<file path="src/rtl/systolic_array_2x2.sv">
// 2x2 output-stationary systolic matrix multiplier, C = A x B (unsigned).
// Four MAC processing elements sit in a 2x2 grid. A rows enter from the left
// and B columns enter from the top in a skewed schedule over four cycles.
// Values are forwarded right and down through registers. When the last
// product lands, the accumulators are copied into the held result registers.
// PE index map: 0 = PE11, 1 = PE12, 2 = PE21, 3 = PE22.
module systolic_array_2x2 #(
    parameter int DATA_W = 4,
    parameter int ACC_W  = 8
) (
    input  logic              clk,
    input  logic              rst,
    input  logic              start,
    input  logic [DATA_W-1:0] a_11,
    input  logic [DATA_W-1:0] a_12,
    input  logic [DATA_W-1:0] a_21,
    input  logic [DATA_W-1:0] a_22,
    input  logic [DATA_W-1:0] b_11,
    input  logic [DATA_W-1:0] b_12,
    input  logic [DATA_W-1:0] b_21,
    input  logic [DATA_W-1:0] b_22,
    output logic              busy,
    output logic              done,
    output logic [ACC_W-1:0]  c_11,
    output logic [ACC_W-1:0]  c_12,
    output logic [ACC_W-1:0]  c_21,
    output logic [ACC_W-1:0]  c_22
);

    typedef enum logic [2:0] {IDLE, S1, S2, S3, S4, DONE} state_t;

    state_t state_q, state_d;

    logic [DATA_W-1:0] opA11_q, opA12_q, opA21_q, opA22_q;
    logic [DATA_W-1:0] opB11_q, opB12_q, opB21_q, opB22_q;

    logic [DATA_W-1:0] fwdA11_q, fwdB11_q, fwdA21_q, fwdB12_q;

    logic [ACC_W-1:0]  acc_q   [4];
    logic [ACC_W-1:0]  accNext [4];
    logic [DATA_W-1:0] peA     [4];
    logic [DATA_W-1:0] peB     [4];

    logic [ACC_W-1:0]  c11_q, c12_q, c21_q, c22_q;

    logic accept;
    logic peEnable;

    assign accept   = (state_q == IDLE) && start;
    assign peEnable = (state_q == S1) || (state_q == S2) ||
                      (state_q == S3) || (state_q == S4);

    // State register; an asynchronous reset aborts any run in progress.
    always_ff @(posedge clk or posedge rst) begin
        if (rst) begin
            state_q <= IDLE;
        end else begin
            state_q <= state_d;
        end
    end

    // Next-state logic. Start is only heard in IDLE, so it is dropped while a run is busy or in DONE.
    always_comb begin
        state_d = state_q;
        case (state_q)
            IDLE:    if (start) state_d = S1;
            S1:      state_d = S2;
            S2:      state_d = S3;
            S3:      state_d = S4;
            S4:      state_d = DONE;
            DONE:    state_d = IDLE;
            default: state_d = IDLE;
        endcase
    end

    // Operand snapshot taken on the accepting edge so inputs may change mid-run.
    always_ff @(posedge clk or posedge rst) begin
        if (rst) begin
            opA11_q <= '0; opA12_q <= '0; opA21_q <= '0; opA22_q <= '0;
            opB11_q <= '0; opB12_q <= '0; opB21_q <= '0; opB22_q <= '0;
        end else if (accept) begin
            opA11_q <= a_11; opA12_q <= a_12; opA21_q <= a_21; opA22_q <= a_22;
            opB11_q <= b_11; opB12_q <= b_12; opB21_q <= b_21; opB22_q <= b_22;
        end
    end

    // Skewed feed. The forwarded paths stay wired every cycle. They carry zeros whenever their upstream PE had no scheduled operand.
    always_comb begin
        for (int i = 0; i < 4; i++) begin
            peA[i] = '0;
            peB[i] = '0;
        end
        peA[1] = fwdA11_q;
        peB[2] = fwdB11_q;
        peA[3] = fwdA21_q;
        peB[3] = fwdB12_q;
        case (state_q)
            S1: begin
                peA[0] = opA11_q;
                peB[0] = opB11_q;
            end
            S2: begin
                peA[0] = opA12_q;
                peB[0] = opB21_q;
                peB[1] = opB12_q;
                peA[2] = opA21_q;
            end
            S3: begin
                peB[1] = opB22_q;
                peA[2] = opA22_q;
            end
            default: begin
            end
        endcase
    end

    // MAC datapath. Each full-width product is zero-extended or truncated to the accumulator width, and the sum wraps.
    always_comb begin
        for (int i = 0; i < 4; i++) begin
            accNext[i] = acc_q[i] + ACC_W'({{DATA_W{1'b0}}, peA[i]} * {{DATA_W{1'b0}}, peB[i]});
        end
    end

    // Accumulators and forwarding registers. They are cleared when a run is accepted and step only during S1..S4.
    always_ff @(posedge clk or posedge rst) begin
        if (rst) begin
            for (int i = 0; i < 4; i++) acc_q[i] <= '0;
            fwdA11_q <= '0; fwdB11_q <= '0; fwdA21_q <= '0; fwdB12_q <= '0;
        end else if (accept) begin
            for (int i = 0; i < 4; i++) acc_q[i] <= '0;
            fwdA11_q <= '0; fwdB11_q <= '0; fwdA21_q <= '0; fwdB12_q <= '0;
        end else if (peEnable) begin
            for (int i = 0; i < 4; i++) acc_q[i] <= accNext[i];
            fwdA11_q <= peA[0];
            fwdB11_q <= peB[0];
            fwdA21_q <= peA[2];
            fwdB12_q <= peB[1];
        end
    end

    // Result registers load on the final feed edge, including that edge's product. They hold their values otherwise so the display can read them at any time.
    always_ff @(posedge clk or posedge rst) begin
        if (rst) begin
            c11_q <= '0; c12_q <= '0; c21_q <= '0; c22_q <= '0;
        end else if (state_q == S4) begin
            c11_q <= accNext[0];
            c12_q <= accNext[1];
            c21_q <= accNext[2];
            c22_q <= accNext[3];
        end
    end

    assign busy = peEnable;
    assign done = (state_q == DONE);
    assign c_11 = c11_q;
    assign c_12 = c12_q;
    assign c_21 = c21_q;
    assign c_22 = c22_q;

endmodule
</file>
<file path="config.mk">
export PLATFORM = sky130hd
export DESIGN_NAME = systolic_array_2x2
export DESIGN_NICKNAME = d
export VERILOG_FILES = /design/src/rtl/systolic_array_2x2.sv
export SDC_FILE = /design/constraint.sdc
export NUM_CORES = 1
export LEC_CHECK = 0
export CAP_MARGIN = 20
export CORE_MARGIN = 5
export CORE_UTILIZATION = 53
export CTS_CLUSTER_DIAMETER = 80
export CTS_CLUSTER_SIZE = 25
export DETAILED_ROUTE_END_ITERATION = 8
export GPL_TIMING_DRIVEN = 0
export PLACE_DENSITY = 0.77
export SLEW_MARGIN = 20
export SYNTH_ARGS = -nofsm -noshare
export SYNTH_HDL_FRONTEND = slang
export SYNTH_SLANG_ARGS = --single-unit
</file>
<file path="constraint.sdc">
create_clock -name clk -period 6 [get_ports clk]
set_clock_uncertainty 0.05 [all_clocks]
set_input_delay 0.6 -clock clk [delete_from_list [all_inputs] [get_ports clk]]
set_output_delay 0.6 -clock clk [all_outputs]
set_load 0.02 [all_outputs]
</file>
==> results of run 1 <==
==> final cells by class <==
type                            instances  share of cell area
Sequential cell                       115               0.334
Timing Repair Buffer                   69              0.0822
Clock buffer                           25              0.0575
Clock inverter                          5             0.00872
Inverter                               87              0.0385
Multi-Input combinational cell        535               0.441
Buffer                                 24              0.0126
Tap cell                              176              0.0256
==> per-stage QoR <==
stage / setup slack (ps) / cell area, µm² / hold slack [ps] / total power [mW] / instances
floorplan: 2030 / 7110 / 395 / 2.50 / 761
global placement: 671 / 8010 / 408 / 3.11 / 1005
detailed placement: 1480 / 8040 / 412 / 3.18 / 1006
CTS: 1460 / 8610 / 425 / 4.17 / 1036
global route: 1270 / 8610 / 451 / 4.46 / 1036
finish: 1460 / 8610 / 423 / 4.13 / 1036
==> path summary, 6_finish.rpt <==
check / start / endpoint / cells after the start
min reg2reg: c_22[7] / c_22[7] / 2
max reg2reg: state_q[2] / c_21[7] / 14
max: state_q[2] / c_21[7] / 14
min in group asynchronous: rst / c_11[5] / 2
max in group asynchronous: rst / c_12[5] / 3
min: c_22[7] / c_22[7] / 2
==> per-layer routing <==
metal	track usage	vias up
li1	-	2590
met1	0.278	2548
met2	0.345	133
met3	0.0440	18
met4	0.0700	0
met5	0	-
==> worst register-to-register path, delay by kind of cell (launching register included) <==
kind | cells | cell delay [ps]
AO/OA/AOI/OAI | 3 | 690
XOR/XNOR | 1 | 320
adder cells (fa/ha/maj) | 4 | 1900
buffers and inverters | 3 | 410
flip-flops | 1 | 420
AND/OR/NAND/NOR | 3 | 620
==> flip-flops by register name, indices dropped and copies added, names as in the netlist <==
name and cells:
acc_q 32, c_11 8, c_12 8, c_21 8, c_22 8, fwdA11_q 4
fwdA21_q 4, fwdB11_q 4, fwdB12_q 4, opA11_q 4, opA12_q 4, opA21_q 4
opA22_q 4, opB11_q 4, opB12_q 4, opB21_q 4, opB22_q 4, state_q 3
==> power breakdown <==
| group | switching, mW | internal (mW) |
|---|---|---|
| clock network | 0.331 | 0.647 |
| registers | 0.204 | 1.09 |
| logic | 1.14 | 0.715 |
==> kinds of logic (layout without fill, tap and decap cells) <==
group / after synthesis / in the layout
simple gates: 293 / 293
flops: 115 / 115
buf+inv: 111 / 210
compound gates: 98 / 98
fa+ha+maj: 96 / 96
xor+xnor: 29 / 29
mux: 19 / 19
==> cell usage after synthesis <==
| cell type | n | area share |
|---|---|---|
| nand2_2 | 1 | 0.00088 |
| nor2b_1 | 2 | 0.0018 |
| inv_1 | 87 | 0.046 |
| nor2_2 | 2 | 0.0018 |
| xor2_1 | 16 | 0.020 |
| a21oi_1 | 14 | 0.0099 |
| mux2i_1 | 8 | 0.011 |
| ha_1 | 60 | 0.11 |
| o31ai_1 | 1 | 0.0011 |
| o21ai_0 | 50 | 0.035 |
| and3_1 | 1 | 0.00088 |
| nor2_1 | 24 | 0.013 |
| nand3_1 | 15 | 0.011 |
| nor4b_4 | 1 | 0.0033 |
| a21o_1 | 20 | 0.021 |
| a22oi_1 | 8 | 0.0084 |
| dfrtp_1 | 115 | 0.40 |
| o2111ai_1 | 1 | 0.0012 |
| nand3b_1 | 1 | 0.0011 |
| o21a_1 | 1 | 0.0011 |
| nand2b_1 | 2 | 0.0018 |
| and2_1 | 34 | 0.030 |
| xnor2_1 | 12 | 0.015 |
| a41oi_1 | 2 | 0.0025 |
| buf_2 | 15 | 0.011 |
| mux2_2 | 11 | 0.017 |
| nand2_1 | 198 | 0.10 |
| fa_1 | 36 | 0.10 |
| or3_1 | 4 | 0.0035 |
| xor2_2 | 1 | 0.0023 |
| or2_2 | 8 | 0.0070 |
| clkbuf_1 | 9 | 0.0048 |
| a221oi_1 | 1 | 0.0012 |
==> results_dict.tcl, run 1 <==
set metrics [dict create \
    coreArea_mm2 0.0132 \
    total_nets_after_synthesis 892 \
    drt-wirelength-per-cell_um 14.9 \
    antenna_found_initial 0 \
    synthesis.yosys.warnings 0 \
    regArea_mm2 0.00288 \
    rsz0062_at_grt "no" \
    wl_met3_um 734 \
    final_max_slew_viol_count 0 \
    worst_setup_hold_path_clk_slew_ps 50 \
    end_kind "flip-flop" \
    synth_top_family_by_area "adder cells" \
    yosys.area_share.simple 0.180 \
    total_area_of_multi_input_combinational_cells_mm2 0.00379 \
    floorplan.initialDensity 0.539 \
    max-clock-path-buffers 2 \
    peakVddDrop_uv 231 \
    drt_pre_antenna_iters 6 \
    synth-xor-area-share 0.0368 \
    place.port_buffers 68 \
    dr_total_vias 5289 \
    hp-class "reg -> reg" \
    path_class "reg -> reg" \
    cts_buffers 17 \
    synth_adder_area_share 0.207 \
    cp_num_buf_inv 3 \
    dieHeight_um 126 \
    synth_compound_area_frac 0.0817 \
    hold_viol 0 \
    dieWidth_um 126 \
    timing.fmax_ghz 0.220 \
    total_leakage_power_nw 4.49 \
    viasPerCell 5.11 \
    antennaDiodeCount 0 \
    peak_per_stage_delay_on_the_critical_path_ps 540 \
    post_detailed_route_count_of_antenna_violating_nets 0 \
    cp_top_family "adder cells" \
    cp_cell_instances "buf_2 > nand2b_1 > buf_2 > nor2_1 > nand2_1 > fa_1 > fa_1 > fa_1 > inv_1 > ha_1 > a21o_1 > a221oi_1 > xor2_1 > o21ai_0" \
    final_common_cell "nand2_1" \
    fill_cells 1088 \
    post-route-period-util 0.756 \
    timing.critical_path.slowest_stage_cell "fa_1" \
    post_synth_instance_area_mm2 0.00711 \
    worstPathRequired_ps 6230 \
    area.growth.synth_to_final_pct 21.2 \
    dieArea_mm2 0.0158 \
    clock_tree.htree_level_count 4 \
    drtIter0Drc 329 \
    cts_sinks 115 \
    clk-insertion-delay-late_ps 410 \
    finalCoreUtilization 0.653 \
    timing.final.setup_violations 0 \
    tritoncts "built" \
    dp_hpwl_mm 11.7 \
    grt_pass1_wl_mm 26.4 \
    io_pins 69 \
    cts_hold_repair.buffers 0 \
    totalNegativeSetupSlack_ps 0 \
    worst_slew_pin_slew_ps 662 \
    grt_pass1_vias 5385 \
    gr-total-overflow 0 \
    postSynthRegisterBits 115 \
    power_per_cell_area_mw_per_mm2 480 \
    routabilityCongestion 0.838 \
    cts-root-buf "clkbuf_16" \
    wl_mm 15.5 \
    highest-signal-layer "met4" \
    seq_area_frac_synth 0.405 \
    synthesis.instances 761 \
    met2RoutedLength_mm 7.53 \
    startpoint_type "flip-flop" \
    drv_cap 0 \
    layout.cells.most_common_list "nand2_1, dfrtp_1, inv_1" \
    synthesis.area_per_instance_um2 9.34 \
    grt_max_degree 70 \
    finish.net_count 980 \
    share_of_post_route_cells_with_drive_strength_above_1 0.0779 \
    reg2reg_setup_slack_ps 1460 \
    detail_route.wirelength.met1_mm 6.95 \
    num_rows 42 \
    cts_setup_buffers 0 \
    final.min_clock_period_ps 4540 \
    max-slew-margin-rel 0.558 \
    track_usage 0.209 \
    cts.repair.resized 0 \
    synthDistinctLibCells 33 \
    cp_max_fo 10 \
    arrival_ps 4770 \
    synth_mux_area_frac 0.0287 \
    post-route-drc-count 0 \
    cp_common_cell "fa_1" \
    outcome "finished clean" \
]
Power figures use the tool's default switching activity.
==> inputs of run 2 (changes only) <==
- CORE_UTILIZATION: 53 -> 52
- PLACE_DENSITY: 0.77 -> 0.79
- clock period: 6 -> 3.8 ns (I/O delays scaled with it)
==> results_dict.tcl, run 2 (synthesis gave the netlist of run 1 again) <==
set metrics [dict create \
    outcome "complete, but fails checks" \
    violated_checks "setup timing" \
    fin_area_mm2 0.00923 \
    routabilityCongestion 0.850 \
    num_rows 42 \
    floorplan.initialDensity 0.533 \
    antennaDiodeCount 0 \
    rsz0062_at_grt "yes" \
    place.port_buffers 68 \
    layout.cells.most_common_list "nand2_1, dfrtp_1, inv_1" \
    total_leakage_power_nw 4.66 \
    antenna_found_initial 0 \
    final_max_slew_viol_count 0 \
    reg2reg_setup_slack_ps -150 \
    final.min_clock_period_ps 3950 \
    arrival_ps 4190 \
    fill_cells 946 \
    max-slew-margin-rel 0.538 \
    hp-class "in -> async" \
    area.growth.synth_to_final_pct 29.8 \
    post_detailed_route_count_of_antenna_violating_nets 0 \
    viasPerCell 5.27 \
    worstReg2RegEnd "acc_q[30]" \
    finalCoreUtilization 0.691 \
    drt_pre_antenna_iters 5 \
    startpoint_type "flip-flop" \
    setup_ws_ps -149 \
    dp_hpwl_mm 11.9 \
    track_usage 0.224 \
    dieArea_mm2 0.0161 \
    tritoncts "built" \
    io_pins 69 \
    peakVddDrop_uv 458 \
    post-route-period-util 1.04 \
    power_per_cell_area_mw_per_mm2 799 \
    max-clock-path-buffers 2 \
    worst_setup_hold_path_clk_slew_ps 50 \
    drt-wirelength-per-cell_um 16.4 \
    detailed_place.area_mm2 0.00812 \
    dieWidth_um 127 \
    drv_cap 0 \
    post-route-drc-count 0 \
    cts-root-buf "clkbuf_16" \
    place_ws_ps -374 \
    timing.fmax_ghz 0.253 \
    dieHeight_um 127 \
    path_class "reg -> reg" \
    timing.reg2reg.worst_path_depth 14 \
    worst_slew_pin_slew_ps 693 \
    clock_tree.htree_level_count 4 \
    grt_pass1_wl_mm 28.6 \
    cp_max_fo 5 \
    totalNegativeSetupSlack_ps -1050 \
    share_of_post_route_cells_with_drive_strength_above_1 0.168 \
    grt_pass1_vias 5756 \
    wl_mm 17.4 \
    cts_buffers 17 \
    finish.net_count 1004 \
    largest_register_ff_count 32 \
    coreArea_mm2 0.0133 \
    hold_viol 0 \
    drtIter0Drc 362 \
    max_flop_register "acc_q" \
    gr-total-overflow 0 \
    crit-reg2reg-launch "state_q[1]" \
    cts_sinks 115 \
    final_common_cell "nand2_1" \
    tot_pwr_mw 7.38 \
    end_kind "flip-flop" \
    timing.final.setup_violations 10 \
    clk-insertion-delay-late_ps 420 \
    grt_max_degree 63 \
    worstPathRequired_ps 4040 \
    dr_total_vias 5592 \
]
==> run 2: changes by cell type in the layout (fill, tap and decap cells not counted), sizes merged <==
cell | before | now
buf | 16 | 39
bufinv | 2 | 4
clkbuf | 34 | 32
clkinv | 3 | 2
clkinvlp | 0 | 3
nor2 | 26 | 27
==> run 2: worst max-delay path by stage <==
stage                          start    endpoint  slack, ps  depth (start not counted)
after floorplan           state_q[2]     c_12[7]          3                         14
after global placement           rst  state_q[1]      -1640                          2
after detailed placement  state_q[2]   acc_q[23]       -370                         14
after CTS                 state_q[1]     c_11[7]       -120                         14
after global routing      state_q[0]     c_11[7]       -260                         14
final                     state_q[1]   acc_q[30]       -150                         14
==> run 2: per-stage QoR <==
| step | cells | hold slack [ps] |
|---|---|---|
| finish | 1062 | 329 |
| floorplan | 761 | 395 |
| CTS | 1057 | 350 |
| detailed placement | 1006 | 412 |
| global placement | 1005 | 408 |
| global route | 1062 | 373 |
==> run 2: report_power, final <==
| part | internal, mW | switching [mW] |
|---|---|---|
| Combinational | 1.49 | 2.11 |
| Clock | 1.13 | 0.559 |
| Sequential | 1.73 | 0.359 |
| Total | 4.35 | 3.03 |
==> run 2: area by class of cell <==
| class | instances | area, µm² | area share |
|---|---|---|---|
| Multi-Input combinational cell | 536 | 4130 | 0.448 |
| Sequential cell | 115 | 2880 | 0.312 |
| Timing Repair Buffer | 92 | 897 | 0.0972 |
| Clock buffer | 23 | 468 | 0.0507 |
| Inverter | 87 | 332 | 0.0359 |
| Tap cell | 176 | 220 | 0.0239 |
| Clock inverter | 9 | 153 | 0.0165 |
| Buffer | 24 | 144 | 0.0156 |
==> run 2: critical path, cell delays in order (launching register included) <==
cell,delay [ps]
dfrtp_2,440
buf_12,140
nor2_4,170
a22oi_2,120
or3_4,390
fa_1,580
fa_2,460
fa_1,530
inv_2,40
ha_4,260
buf_4,130
nand2_1,70
o21ai_2,170
xnor2_2,160
o21ai_1,100
==> run 2: per-layer routing <==
layer	global-route usage	vias to the layer above	part of all wire
li1	-	2661	-
met1	0.283	2715	0.41
met2	0.372	177	0.50
met3	0.0513	39	0.057
met4	0.0965	0	0.030
met5	0	-	0
==> run 2: repair_timing <==
action	in CTS	in global routing
setup buffers	16	5
hold buffers	0	0
resized for setup	59	26
pin swaps	37	27
cloned	3	0
endpoints found under the setup margin	22	23
